--- config.mk ---
export PLATFORM = sky130hd
export DESIGN_NAME = modexp_sched
export DESIGN_NICKNAME = d
export VERILOG_FILES = /design/src/rtl/modexp_pkg.sv /design/src/rtl/modexp_exp_scan.sv /design/src/rtl/modexp_sched.sv
export SDC_FILE = /design/constraint.sdc
export NUM_CORES = 2
export LEC_CHECK = 0
export BUFFER_PORTS_ARGS = -buffer_cell sky130_fd_sc_hd__buf_2
export CORE_AREA = 2 2 411 413
export DETAILED_ROUTE_END_ITERATION = 6
export DIE_AREA = 0 0 413 415
export HOLD_SLACK_MARGIN = 0.1
export RECOVER_POWER = 50
export SETUP_SLACK_MARGIN = 0.2
export SLEW_MARGIN = 10
export SYNTH_ARGS = -nofsm -noshare
export SYNTH_HDL_FRONTEND = slang
export SYNTH_SLANG_ARGS = --single-unit
--- constraint.sdc ---
create_clock -name clk -period 2.55 [get_ports clk]
set_clock_uncertainty 0.2 [all_clocks]
set_input_delay 0.51 -clock clk [delete_from_list [all_inputs] [get_ports clk]]
set_output_delay 0.51 -clock clk [all_outputs]
set_load 0.01 [all_outputs]
--- src/rtl/modexp_pkg.sv ---
// Shared types and codes for the modular-exponentiation scheduler.
// State enum, operand-select codes, destination codes, default key width.
package modexp_pkg;

  localparam int KEY_W_DEF = 1024;

  typedef enum logic [3:0] {
    S_IDLE,
    S_CONST,
    S_TO_MONT,
    S_INIT_X,
    S_SCAN,
    S_SQUARE,
    S_MULT,
    S_FROM_MONT,
    S_DONE
  } state_t;

  localparam logic [1:0] SEL_C   = 2'd0;
  localparam logic [1:0] SEL_X   = 2'd1;
  localparam logic [1:0] SEL_RT  = 2'd2;
  localparam logic [1:0] SEL_ONE = 2'd3;

  localparam logic DST_CBAR = 1'b0;
  localparam logic DST_X    = 1'b1;

endpackage

--- src/rtl/modexp_exp_scan.sv ---
// Exponent shift register, bit index and leading-zero scan.
// MODEXP_SKIP_LZ_EN enables skipping leading zero bits in SCAN.
module modexp_exp_scan
  import modexp_pkg::*;
#(
  parameter int KEY_W = KEY_W_DEF
) (
  input  logic             clk,
  input  logic             rst,
  input  logic             load,
  input  logic [KEY_W-1:0] exp_in,
  input  logic             scan,
  input  logic             step,
  output logic             bit_cur,
  output logic             idx_zero,
  output logic             scan_sq,
  output logic             scan_fm
);

  localparam int IW = (KEY_W > 1) ? $clog2(KEY_W) : 1;

  logic [KEY_W-1:0] exp_q;
  logic [IW-1:0]    idx_q;
  logic             lz;
  logic             dec;

  assign bit_cur  = exp_q[KEY_W-1];
  assign idx_zero = (idx_q == '0);

`ifdef MODEXP_SKIP_LZ_EN
  assign lz      = scan & ~bit_cur & ~idx_zero;
  assign scan_sq = scan & bit_cur;
  assign scan_fm = scan & ~bit_cur & idx_zero;
`else
  assign lz      = 1'b0;
  assign scan_sq = scan;
  assign scan_fm = 1'b0;
`endif

  assign dec = step | lz;

  // MSB of the shift register is always the bit at the current index
  always_ff @(posedge clk) begin
    if (rst) begin
      exp_q <= '0;
      idx_q <= '0;
    end else if (load) begin
      exp_q <= exp_in;
      idx_q <= IW'(KEY_W - 1);
    end else if (dec) begin
      exp_q <= exp_q << 1;
      idx_q <= idx_q - IW'(1);
    end
  end

endmodule

--- src/rtl/modexp_sched.sv ---
// Left-to-right square-and-multiply scheduler for a shared Montgomery
// multiplier. Optional leading-zero skip via MODEXP_SKIP_LZ_EN.
module modexp_sched
  import modexp_pkg::*;
#(
  parameter int KEY_W = KEY_W_DEF,
  parameter int CNT_W = 16
) (
  input  logic             clk,
  input  logic             rst,
  input  logic             start,
  input  logic [KEY_W-1:0] exp_in,
  output logic             busy,
  output logic             done,
  output logic             const_start,
  input  logic             const_done,
  output logic             mm_start,
  input  logic             mm_done,
  output logic [1:0]       mm_sel_a,
  output logic [1:0]       mm_sel_b,
  output logic             mm_dst,
  output logic [CNT_W-1:0] mm_cnt
);

  state_t     state_q, state_n;
  logic       fresh_q;
  logic       leave;
  logic       load;
  logic       step;
  logic       bit_cur;
  logic       idx_zero;
  logic       scan_sq;
  logic       scan_fm;
  logic       mm_ok;
  logic       const_ok;
  logic [CNT_W-1:0] cnt_q;

  // A completion in the same cycle as its own start pulse is not real
  assign mm_ok    = mm_done & ~fresh_q;
  assign const_ok = const_done & ~fresh_q;

  modexp_exp_scan #(
    .KEY_W(KEY_W)
  ) u_scan (
    .clk     (clk),
    .rst     (rst),
    .load    (load),
    .exp_in  (exp_in),
    .scan    (state_q == S_SCAN),
    .step    (step),
    .bit_cur (bit_cur),
    .idx_zero(idx_zero),
    .scan_sq (scan_sq),
    .scan_fm (scan_fm)
  );

  // State register; fresh marks the first cycle after any state entry
  always_ff @(posedge clk) begin
    if (rst) begin
      state_q <= S_IDLE;
      fresh_q <= 1'b0;
    end else begin
      state_q <= state_n;
      fresh_q <= leave;
    end
  end

  // Multiply counter, cleared per job, saturating
  always_ff @(posedge clk) begin
    if (rst) begin
      cnt_q <= '0;
    end else if (load) begin
      cnt_q <= '0;
    end else if (mm_start && cnt_q != '1) begin
      cnt_q <= cnt_q + CNT_W'(1);
    end
  end

  // Next-state logic
  always_comb begin
    state_n = state_q;
    leave   = 1'b0;
    load    = 1'b0;
    step    = 1'b0;
    unique case (state_q)
      S_IDLE: begin
        if (start) begin
          load    = 1'b1;
          leave   = 1'b1;
          state_n = S_CONST;
        end
      end
      S_CONST: begin
        if (const_ok) begin
          leave   = 1'b1;
          state_n = S_TO_MONT;
        end
      end
      S_TO_MONT: begin
        if (mm_ok) begin
          leave   = 1'b1;
          state_n = S_INIT_X;
        end
      end
      S_INIT_X: begin
        if (mm_ok) begin
          leave   = 1'b1;
          state_n = S_SCAN;
        end
      end
      S_SCAN: begin
        if (scan_sq) begin
          leave   = 1'b1;
          state_n = S_SQUARE;
        end else if (scan_fm) begin
          leave   = 1'b1;
          state_n = S_FROM_MONT;
        end
      end
      S_SQUARE: begin
        if (mm_ok) begin
          leave = 1'b1;
          if (bit_cur) begin
            state_n = S_MULT;
          end else if (idx_zero) begin
            state_n = S_FROM_MONT;
          end else begin
            step    = 1'b1;
            state_n = S_SQUARE;
          end
        end
      end
      S_MULT: begin
        if (mm_ok) begin
          leave = 1'b1;
          if (idx_zero) begin
            state_n = S_FROM_MONT;
          end else begin
            step    = 1'b1;
            state_n = S_SQUARE;
          end
        end
      end
      S_FROM_MONT: begin
        if (mm_ok) begin
          leave   = 1'b1;
          state_n = S_DONE;
        end
      end
      S_DONE: begin
        leave   = 1'b1;
        state_n = S_IDLE;
      end
      default: state_n = S_IDLE;
    endcase
  end

  // Outputs decoded from the current state
  always_comb begin
    busy        = (state_q != S_IDLE);
    done        = (state_q == S_DONE);
    const_start = fresh_q & (state_q == S_CONST);
    mm_start    = 1'b0;
    mm_sel_a    = SEL_C;
    mm_sel_b    = SEL_C;
    mm_dst      = DST_CBAR;
    mm_cnt      = cnt_q;
    unique case (state_q)
      S_TO_MONT: begin
        mm_start = fresh_q;
        mm_sel_a = SEL_C;
        mm_sel_b = SEL_RT;
        mm_dst   = DST_CBAR;
      end
      S_INIT_X: begin
        mm_start = fresh_q;
        mm_sel_a = SEL_ONE;
        mm_sel_b = SEL_RT;
        mm_dst   = DST_X;
      end
      S_SQUARE: begin
        mm_start = fresh_q;
        mm_sel_a = SEL_X;
        mm_sel_b = SEL_X;
        mm_dst   = DST_X;
      end
      S_MULT: begin
        mm_start = fresh_q;
        mm_sel_a = SEL_X;
        mm_sel_b = SEL_C;
        mm_dst   = DST_X;
      end
      S_FROM_MONT: begin
        mm_start = fresh_q;
        mm_sel_a = SEL_X;
        mm_sel_b = SEL_ONE;
        mm_dst   = DST_X;
      end
      default: ;
    endcase
  end

endmodule

==> flow_metrics.tcl <==
set metrics [dict create \
    drv_cap 1 \
    path_class "register to register" \
    cp_data_arrival_time_ps 3990 \
    cp.buffers_inverters 10 \
    worstMarginPinSlew_ps 1490 \
    start_kind "register" \
    synth_area_leaders "dfxtp_1 48%, nor2_1 18%, nor4_1 13%, nor3_1 11%, clkbuf_1 2.8%" \
    crit_start "state_q[1]$_SDFFE_PP0P_" \
    hold_depth 4 \
    crit_family "simple AND/OR/NAND/NOR gates" \
    path_depth 14 \
    reg2reg_from "state_q[1]$_SDFFE_PP0P_" \
    ir_worst_vdd_v 0.0006877 \
    die_y_um 415 \
    grt_overflow 0 \
    grt_first_pass_wirelength_um 326000 \
    finalMaxSlewViolations 1 \
    cpMaxStageDelayCell "nor4_1" \
    post-place-cells 8818 \
    yosys.area.top_type_share_pct 47.95 \
    final_hold_viol_count 0 \
    grt_setup_unrepaired "true" \
    portBuffers 1053 \
    nets 9278 \
    fill_cells 13830 \
    root_buffer "clkbuf_16" \
    final_core_util_pct 48.78 \
    cp_max_fo 8 \
    regToRegSetupSlack_ps -1090 \
    initial_core_util_pct 26.43 \
    slew_headroom_pct -0.2177 \
    grt_usage_pct 24.24 \
    max_stage_delay_ps 1180 \
    grt_pass1_vias 55840 \
    min_from "exp_in[41]" \
    fmax_mhz 274.4 \
    ys.warnings.count 0 \
    cts.clk_slew.worst_paths_ps 70 \
    hold_path.class "primary input to register" \
    avgRoutedWirePerCell_um 23.73 \
    cts_buffers 116 \
    dieArea_um2 171400 \
    required_ps 2890 \
    synth_cells 5838 \
    ys_ff_latch 1055 \
    wl_um 251300 \
    p_leak_nw 34.59 \
    drive_gt1_share_pct 30.97 \
    power_density_nw_per_um2 1017 \
    drt-initial-drc-count 7761 \
    r2r_cells 14 \
    cts_tree "done" \
    clock_path_buffers 3 \
    status "finished, violations left" \
    htreeDepth 3 \
    setup_viol 456 \
    yosys.area.top_type "dfxtp_1" \
    ys_types 42 \
    synthArstFlopShare_pct 0 \
    worst_setup_path_end_kind "register" \
    fin_ws_ps -1095 \
    synth-main-ff-cell "dfxtp_1" \
    layoutNonFillerInstCount 10590 \
    finalCritPeriodShare_pct 142.9 \
    antenna_found_initial 45 \
    drc_errors 14 \
    place_congestion 0.9334 \
    die_w_um 413 \
    syn-mean-instance-area_um2 7.545 \
    failed_checks "design-rule violations, max-capacitance violations, max-slew violations, negative setup slack" \
    dr.pass1.iters 7 \
    path_cells "nor4_4, buf_4, buf_6, buf_6, buf_6, and2_4, buf_16, buf_12, buf_12, buf_16, buf_12, buf_16, nor3_1, nor4_1" \
    rr_endpoint "u_scan.exp_q[578]$_SDFFE_PP0P_" \
    layout_min_cycle_time_ps 3645 \
    row_count 150 \
    viasPerCell 5.622 \
    netlist_area_um2 44050 \
    clk-insertion-delay-late_ps 750 \
    area_growth_syn_to_layout_pct 84.56 \
    ant_nets 0 \
    via_count 59540 \
    dpl.hpwl_um 124800 \
    coreArea_um2 166700 \
    synth_fp_nets 6870 \
    synth_edf_count 0 \
    num_io_pins 1054 \
    cts.sinks 1055 \
    ys_seq_area_share_pct 47.95 \
    hold_end "u_scan.exp_q[41]$_SDFFE_PP0P_" \
    grt_max_degree 126 \
]
-- synth_stat cells, types with 2 or more instances --
master / number
a2111oi_0: 97
a2111oi_1: 23
a211oi_1: 5
a21o_1: 2
a21oi_1: 19
a31oi_1: 2
and2_1: 4
and3_1: 10
buf_1: 33
buf_2: 134
buf_4: 72
buf_6: 5
clkbuf_1: 331
dfxtp_1: 1055
ha_1: 3
inv_1: 9
mux2_2: 2
mux2i_1: 3
nand2_1: 14
nand2b_1: 3
nand3_1: 8
nand4_1: 2
nor2_1: 2069
nor2b_1: 3
nor3_1: 978
nor4_1: 911
o211ai_1: 2
o21ai_0: 3
or3_1: 6
xnor2_1: 18
-- layout make-up --
type,instances,area [um^2],share of cell area [%]
tap,2204,2758,3.392
timing repair buffer,2867,28870,35.52
clock inverter,64,943.4,1.160
multi-input combinational,4197,24090,29.64
antenna,37,92.59,0.1139
inverter,9,42.54,0.05233
clock buffer,158,3352,4.123
sequential,1055,21140,26.00
-- layout by cell type (no fill, tap or decap), types with 37 or more instances in the layout --
cell type / count
nor2_4: 67
buf_12: 165
dlygate4sd3_1: 1024
nor2_2: 68
nor3_1: 807
nor2_1: 1934
buf_4: 258
nor3_2: 100
nor3_4: 72
diode_2: 37
buf_8: 54
nor4_2: 121
buf_16: 144
a2111oi_0: 39
buf_6: 86
clkbuf_16: 187
dfxtp_1: 1049
nor4_1: 779
buf_2: 1045
-- power by group --
part	switching, mW	internal [mW]
clock network	7.82	11.2
registers	4.82	22.8
logic	18.3	17.7
-- registers in the layout, indices dropped and copies added (netlist names) --
name          cells
u_scan.exp_q   1024
mm_cnt           16
u_scan.idx_q     10
state_q           4
fresh_q           1
-- worst min-delay path, stage by stage --
cell and delay [ps]:
buf_2 120, nor2_1 250, buf_4 190, a2111oi_0 70
-- repair_timing --
item / in CTS / in global routing
gates cloned: 127 / 82
hold buffers: 1024 / 0
gates resized for setup: 663 / 605
endpoints found under the setup margin: 871 / 1042
setup buffers: 158 / 124
hold endpoints to repair: 1028 / 0
pin swaps: 196 / 206
-- metrics by stage --
stage	power (mW)	setup slack [ps]	setup TNS [ps]	hold slack (ps)	area, um^2
5_1_grt	85.95	-1087	-125350	236.8	81270
3_3_place_gp	47.22	-21.32	-40.07	282.1	52770
2_1_floorplan	40.48	293.6	0	248.3	44050
3_5_place_dp	47.90	-142.0	-1939	287.5	52770
4_1_cts	73.85	-236.2	-36160	177.7	75370
6_report	82.66	-1095	-32030	251.2	81290
-- cells by family after synthesis --
group	after synthesis	share of synthesized area, %
multiplexers	5	0.1193
XOR/XNOR	18	0.3579
adder cells (fa/ha/maj)	3	0.08523
AND/OR/NAND/NOR	4013	42.41
AO/OA/AOI/OAI	158	2.968
buffers and inverters	586	6.107
flip-flops	1055	47.95
-- how the worst max path moves through the flow --
stage	endpoint	slack (ps)
final	u_scan.exp_q[578]$_SDFFE_PP0P_	-1090
after global routing	u_scan.exp_q[578]$_SDFFE_PP0P_	-1090
after global placement	u_scan.exp_q[884]$_SDFFE_PP0P_	-20
after floorplan	u_scan.exp_q[430]$_SDFFE_PP0P_	290
after CTS	busy	-240
after detailed placement	u_scan.exp_q[647]$_SDFFE_PP0P_	-140
-- per-layer routing --
metal / wire length, um / GRT usage [%]
met5: 214 / 0
met3: 26580 / 5.271
met4: 22720 / 18.26
met1: 88040 / 27.62
met2: 113700 / 39.55
Note: power is estimated with default switching activity, not from simulation.
